==> src/rtl/mem_ctrl_pkg.sv <==
// Shared definitions for the byte-serial memory controller: widths, FSM encoding
// and the small length helpers used by the load/store path.
package mem_ctrl_pkg;
  localparam int ADDR_WID        = 32;
  localparam int ICACHE_LINE_WID = 512;
  localparam int LINE_BYTES      = 64;
  localparam int CNT_WID         = 7;

  typedef enum logic [1:0] {
    IDLE  = 2'd0,
    IF_RD = 2'd1,
    LS_RD = 2'd2,
    LS_WR = 2'd3
  } state_t;

  // ls_len encodes 1/2/4 bytes; the unused code is treated as a word.
  function automatic logic [CNT_WID-1:0] ls_bytes(input logic [1:0] len);
    case (len)
      2'd0:    return 7'd1;
      2'd1:    return 7'd2;
      default: return 7'd4;
    endcase
  endfunction

  function automatic logic [31:0] zext_load(input logic [31:0] w, input logic [CNT_WID-1:0] n);
    case (n)
      7'd1:    return {24'd0, w[7:0]};
      7'd2:    return {16'd0, w[15:0]};
      default: return w;
    endcase
  endfunction
endpackage

==> src/rtl/mem_ctrl.sv <==
// Byte-serial RAM arbiter for instruction-line fetches and LSB loads/stores.
// RAM has one cycle of read latency; the LSB always wins arbitration over IFetch.
module mem_ctrl
  import mem_ctrl_pkg::*;
(
  input  logic                       clk,
  input  logic                       rst,
  input  logic                       rdy,
  input  logic                       rollback,
  input  logic                       io_buffer_full,
  input  logic [7:0]                 mem_din,
  output logic [7:0]                 mem_dout,
  output logic [ADDR_WID-1:0]        mem_a,
  output logic                       mem_wr,
  input  logic                       if_en,
  input  logic [ADDR_WID-1:0]        if_pc,
  output logic                       if_done,
  output logic [ICACHE_LINE_WID-1:0] if_data,
  input  logic                       ls_en,
  input  logic                       ls_wr,
  input  logic [ADDR_WID-1:0]        ls_addr,
  input  logic [1:0]                 ls_len,
  input  logic [31:0]                ls_wdata,
  output logic                       ls_done,
  output logic [31:0]                ls_rdata
);
  state_t                     state;
  logic [CNT_WID-1:0]         cnt;
  logic [CNT_WID-1:0]         xfer_len;
  logic [CNT_WID-1:0]         cnt_inc;
  logic [5:0]                 rd_idx;
  logic [ICACHE_LINE_WID-1:0] line_buf;
  logic [ICACHE_LINE_WID-1:0] buf_nxt;
  logic                       uart_stall;

  assign cnt_inc    = cnt + 7'd1;
  assign rd_idx     = 6'(cnt - 7'd1);
  assign uart_stall = io_buffer_full && (ls_addr[17:16] == 2'b11);

  // mem_din seen while cnt=k belongs to byte k-1 (address was issued one cycle earlier)
  always_comb begin
    buf_nxt = line_buf;
    if (cnt != '0) buf_nxt[{rd_idx, 3'b000} +: 8] = mem_din;
  end

  always_ff @(posedge clk or posedge rst) begin
    if (rst) begin
      state    <= IDLE;
      cnt      <= '0;
      xfer_len <= '0;
      line_buf <= '0;
      mem_a    <= '0;
      mem_wr   <= 1'b0;
      mem_dout <= '0;
      if_done  <= 1'b0;
      ls_done  <= 1'b0;
      if_data  <= '0;
      ls_rdata <= '0;
    end else if (rdy) begin
      if_done <= 1'b0;
      ls_done <= 1'b0;
      case (state)
        IDLE: begin
          // the requester still holds its level enable during the done cycle
          if (!if_done && !ls_done) begin
            if (ls_en) begin
              if (ls_wr) begin
                state    <= LS_WR;
                xfer_len <= ls_bytes(ls_len);
                mem_a    <= ls_addr;
                mem_dout <= ls_wdata[7:0];
                mem_wr   <= !uart_stall;
              end else if (!rollback) begin
                state    <= LS_RD;
                xfer_len <= ls_bytes(ls_len);
                mem_a    <= ls_addr;
              end
            end else if (if_en && !rollback) begin
              state    <= IF_RD;
              xfer_len <= 7'(LINE_BYTES);
              mem_a    <= if_pc;
            end
          end
        end
        IF_RD, LS_RD: begin
          if (rollback) begin
            state <= IDLE;
            cnt   <= '0;
            mem_a <= '0;
          end else begin
            line_buf <= buf_nxt;
            if (cnt == xfer_len) begin
              state <= IDLE;
              cnt   <= '0;
              mem_a <= '0;
              if (state == IF_RD) begin
                if_done <= 1'b1;
                if_data <= buf_nxt;
              end else begin
                ls_done  <= 1'b1;
                ls_rdata <= zext_load(buf_nxt[31:0], xfer_len);
              end
            end else begin
              cnt   <= cnt_inc;
              mem_a <= (cnt_inc == xfer_len) ? '0 : mem_a + 32'd1;
            end
          end
        end
        LS_WR: begin
          // mem_wr=1 means byte cnt is being written now; 0 means it is still pending
          if (mem_wr) begin
            if (cnt_inc == xfer_len) begin
              state    <= IDLE;
              cnt      <= '0;
              mem_a    <= '0;
              mem_dout <= '0;
              mem_wr   <= 1'b0;
              ls_done  <= 1'b1;
            end else begin
              cnt      <= cnt_inc;
              mem_a    <= mem_a + 32'd1;
              mem_dout <= ls_wdata[{2'(cnt_inc), 3'b000} +: 8];
              mem_wr   <= !uart_stall;
            end
          end else begin
            mem_wr <= !uart_stall;
          end
        end
        default: state <= IDLE;
      endcase
    end
  end
endmodule

==> config.mk <==
export PLATFORM = sky130hd
export DESIGN_NAME = mem_ctrl
export DESIGN_NICKNAME = d
export VERILOG_FILES = /design/src/rtl/mem_ctrl_pkg.sv /design/src/rtl/mem_ctrl.sv
export SDC_FILE = /design/constraint.sdc
export NUM_CORES = 2
export LEC_CHECK = 0
export ABC_CLOCK_PERIOD_IN_PS = 54400
export BUFFER_PORTS_ARGS = -buffer_cell sky130_fd_sc_hd__buf_2
export CAP_MARGIN = 20
export CORE_UTILIZATION = 40
export CTS_CLUSTER_SIZE = 16
export DETAILED_ROUTE_END_ITERATION = 8
export HOLD_SLACK_MARGIN = 0.15
export PLACE_DENSITY_LB_ADDON = 0.08
export SKIP_LAST_GASP = 1
export SYNTH_ARGS = -nofsm -noshare
export SYNTH_HDL_FRONTEND = slang
export SYNTH_SLANG_ARGS = --single-unit
==> constraint.sdc <==
create_clock -name clk -period 54.4 [get_ports clk]
set_input_delay 10.88 -clock clk [delete_from_list [all_inputs] [get_ports clk]]
set_output_delay 10.88 -clock clk [all_outputs]
set_load 0.01 [all_outputs]
# After elaboration in Yosys (flattened, before gate mapping)
# Cells that the tools add are included.
# W data, S select, Z words.
# word_totals
inputBits	114
out_inout_bits	587
register_bits	1115
elab_cells	116
# classes
n_shift	3
bitwise	2
mux	55
reduce_logical	23
eq_ne	18
n_addsub	4
# op_table
op	count
$bwmux W512	1
$mux W512	1
$shift A8 B11 Y512 const A	1
$shiftx A8 B11 Y512	1
$mux W32	9
$pmux W32 S3	1
$pmux W32 S2	1
$mux W7	8
$mux W8	5
$add A32 B1 Y32 const B	1
$shiftx A32 B6 Y8	1
$reduce_and A5 Y1	5
$mux W2	9
$pmux W8 S2	1
$eq A7 B7 Y1	2
$mux W1	14
$pmux W7 S2	1
$neg A9 Y11	1
$ne A2 B2 Y1 const B	5
$add A7 B1 Y7 const B	1
$eq A7 B1 Y1 const B	1
$eq A7 B2 Y1 const B	1
$reduce_and A7 Y1	1
$reduce_bool A7 Y1	1
17 further kinds	32

# Logic depth before layout (Yosys ltp)
# depth
word_depth	7
ltp_mapped	15
mapped_depth_nobuf	9

# Worst setup path before layout
# Ideal clock, no wire load.
# synth_timing
path_kind	input-to-reg
from	input rdy
to	register line_buf[176]
setup_time_ns	0.125
setup_slack_ns	41.510
stages	7
arrival_time_ns	12.766
n_path_buf	2
required_time_ns	54.275
path_cell_list	clkbuf_1 -> nand2_1 -> nor2_1 -> clkbuf_1 -> nand3_1 -> nor2_2 -> mux2_2
# synth_between
elab_chain_cells	1
# synth_rtl
element	line	rtl
start: declaration	mem_ctrl.sv:8	input logic rdy,
$reduce_and A3 Y1 (no line)	n/a	
end signal: assignment	mem_ctrl.sv:91	line_buf <= buf_nxt;
end: declaration	mem_ctrl.sv:32	logic [ICACHE_LINE_WID-1:0] line_buf;
# Every way passes these cells.
# A chain may end at the register's enable or synchronous reset.

# Worst setup path in the final report
# layout_timing
from	input rollback
to	register if_data[329]
# layout_between
elab_chain_cells	2
# layout_rtl
element	line	rtl
start: declaration	mem_ctrl.sv:9	input logic rollback,
$not A1 Y1 (no line)	n/a	
$reduce_and A5 Y1 (no line)	n/a	
end signal: assignment	mem_ctrl.sv:98	if_data <= buf_nxt;
end: declaration	mem_ctrl.sv:18	output logic [ICACHE_LINE_WID-1:0] if_data,
# Every way passes these cells.

==> results.toml <==
[final_layout]
final_net_count = 5017
seq_area_sq_mm = 0.0278
drive_above_1_share_pct = 30.6
syn2layout_area_growth_pct = 19.8
finalNonFillerCells = 6515
multi_input_area_sq_mm = 0.0181
fillCellCount = 11000
final_cell_mix = "nand2_1 (1,178), dfrtp_1 (1,112), buf_2 (700)"
final_common_cell = "nand2_1"
design_area_sq_mm = 0.0561

[critical_path]
critPathLaunchType = "input pin"
critical_path_required_ns = 55.06
cp-end-kind = "flip-flop"
critical_path.max_fanout = 150
arrival_ns = 14.04
startpoint = "rollback"
r2r-start = "cnt[1]$_DFFE_PP0P_"
crit_type = "in -> reg"

[synthesis]
ys_seq_elements = 1112
syn_area_per_cell_sq_um = 11.0
ys_types = 85
yosysWarnings = 0
synthCells = 4254
synth_edf_count = 0
synth_area_leaders = "dfrtp_1 (59%), mux2_2 (11%), nand2_1 (9.4%)"
netlist.area_leader.share_pct = 59.4
ys_seq_area_share_pct = 59.4
async_reset_ff_share_pct = 100
synth_fp_nets = 4379
synth_area_leader_cell = "dfrtp_1"
synth_ff_type = "dfrtp_1"
synth_area_sq_mm = 0.0469

[timing]
fin_skew_ns = 0.0218
finalHoldViolations = 0
slew_violations = 0
fin_hold_ws_ns = 0.458
setup_viol = 0
fin_crit_sh_pct = 24.6
slew_headroom_pct = 20.0
rsz0062_at_grt = "false"
fin_setup_tns_ns = 0
fmax_ghz = 0.0747
tightest_slew_ns = 1.19
layout_min_cycle_time_ns = 13.39

[global_routing]
grt_pass1_wl_mm = 231
overflow = 0
first_global_vias = 34100
grt_max_degree = 175
grt_usage_pct = 26.1
antenna_found_initial = 8

[hold_path]
hp-start = "if_data[304]$_DFFE_PP0P_"
hold_class = "reg -> reg"

[pwr]
p_total_mw = 2.35
power_density_mw_per_mm2 = 41.8
p_leak_nw = 30.2
irDropWorstVdd_mv = 0.0427

[status]
outcome = "completed"

[cts]
clkTransAtPathRegs_ns = 0.06
cts_tree = "built"
clockRootBuffer = "clkbuf_16"
h-tree-depth = 3
cts_buffers = 119
clock-sinks = 1112
cts_hold_buffers = 0
clock_path_buffers = 3
post_cts_buffers = 0
cts_resized = 0
clk_latency_ns = 0.72

[routing]
routed-via-count = 34000
firstDrtPassIters = 5
wl_mm = 155
drc_errors = 0
post_drt_wl_per_cell_microns = 23.8
routed_via_density = 5.22
antenna_left = 0
drt_iter0_drc = 2344

[floorplan]
dieWidth_microns = 344
die_h_microns = 344
die_area_sq_mm = 0.119
pin_count = 701
start_util_pct = 40.3
core.rowCount = 125
core-area_sq_mm = 0.116

[job]
drv_cap = 0

[place]
port-buffer-count = 700
placedInstanceArea_sq_mm = 0.0519
dp_cells = 6292
dp_hpwl_mm = 106
gp_congestion = 0.823
==> logic make-up (layout without fill, tap and decap cells) <==
logic type	count (synthesis)	after routing	share of synthesized area [%]
simple gates	1632	1632	14.8
mux	658	658	15.5
buf+inv	281	1017	2.45
fa+ha+maj	11	11	0.294
flops	1112	1112	59.4
xor+xnor	16	16	0.331
other cells	0	1	0
compound gates	544	544	7.25
==> layout make-up <==
class | count | area share (%)
flip-flops and latches | 1112 | 49.6
multi-input cells | 2861 | 32.2
repair buffers | 765 | 7.30
clock buffers | 174 | 6.30
well taps | 1524 | 3.40
clock inverters | 45 | 1.05
inverters | 33 | 0.234
diodes | 1 | 0.00446
==> flip-flops by register name, indices dropped and copies added (netlist names) <==
| signal | cells |
|---|---|
| cnt | 7 |
| if_data | 512 |
| if_done | 1 |
| line_buf | 512 |
| ls_done | 1 |
| ls_rdata | 32 |
| mem_a | 32 |
| mem_dout | 8 |
| mem_wr | 1 |
| state | 2 |
| xfer_len | 4 |
==> through the flow <==
step | utilization, % | worst slack [ns]
floorplan | - | 12.21
global placement | 44.7 | 40.11
detailed placement | 44.7 | 40.11
CTS | 48.3 | 40.88
global route | 48.3 | 40.56
finish | 48.3 | 41.01
==> path summary, 6_finish.rpt <==
kind / endpoint / slack [ns] / cells after the start
min reg2reg: if_data[304]$_DFFE_PP0P_ / 0.46 / 2
max: if_data[329]$_DFFE_PP0P_ / 41.01 / 10
max in group asynchronous: if_data[260]$_DFFE_PP0P_ / 41.05 / 5
min in group asynchronous: if_data[403]$_DFFE_PP0P_ / 10.30 / 2
min: if_data[304]$_DFFE_PP0P_ / 0.46 / 2
max reg2reg: line_buf[443]$_DFFE_PP0P_ / 49.15 / 9
==> routing by layer <==
layer | routed length, microns | vias up | global-route usage (%)
met5 | 10 | - | 0
met4 | 4050 | 2 | 7.61
met3 | 7800 | 184 | 4.18
met2 | 74400 | 855 | 42.2
met1 | 68700 | 17300 | 36.1
li1 | - | 15700 | -
==> worst max-delay path, stage by stage <==
cell,delay [ns]
buf_2,0.15
nor2b_1,0.07
and2_1,0.33
nand4_1,0.20
buf_4,0.48
buf_12,0.59
buf_4,0.85
nand2_1,0.14
o31ai_1,0.11
a21o_1,0.12
==> cell usage after synthesis, drive strengths merged (5+ instances only) <==
library cell / count
and3: 22
a22o: 45
a21o: 34
nor4: 13
xnor2: 5
buf: 45
o32a: 9
inv: 31
mux2i: 171
mux4: 8
dfrtp: 1112
o211ai: 15
nand3: 39
clkbuf: 203
xor2: 11
nor3: 34
a22oi: 16
nand2: 1184
o22ai: 5
and4: 5
or3: 8
nand4: 18
mux2: 479
and2: 64
o31ai: 36
a21oi: 84
o21ai: 258
nor2: 200
nand2b: 18
o32ai: 8
ha: 11
nor2b: 9
==> power by group <==
group	internal, mW	leakage, nW	switching (mW)
clock	0.506	2.04	0.345
combinational	0.155	12.7	0.396
sequential	0.890	15.4	0.0536
total	1.55	30.2	0.794
(Power assumes the default switching activity.)
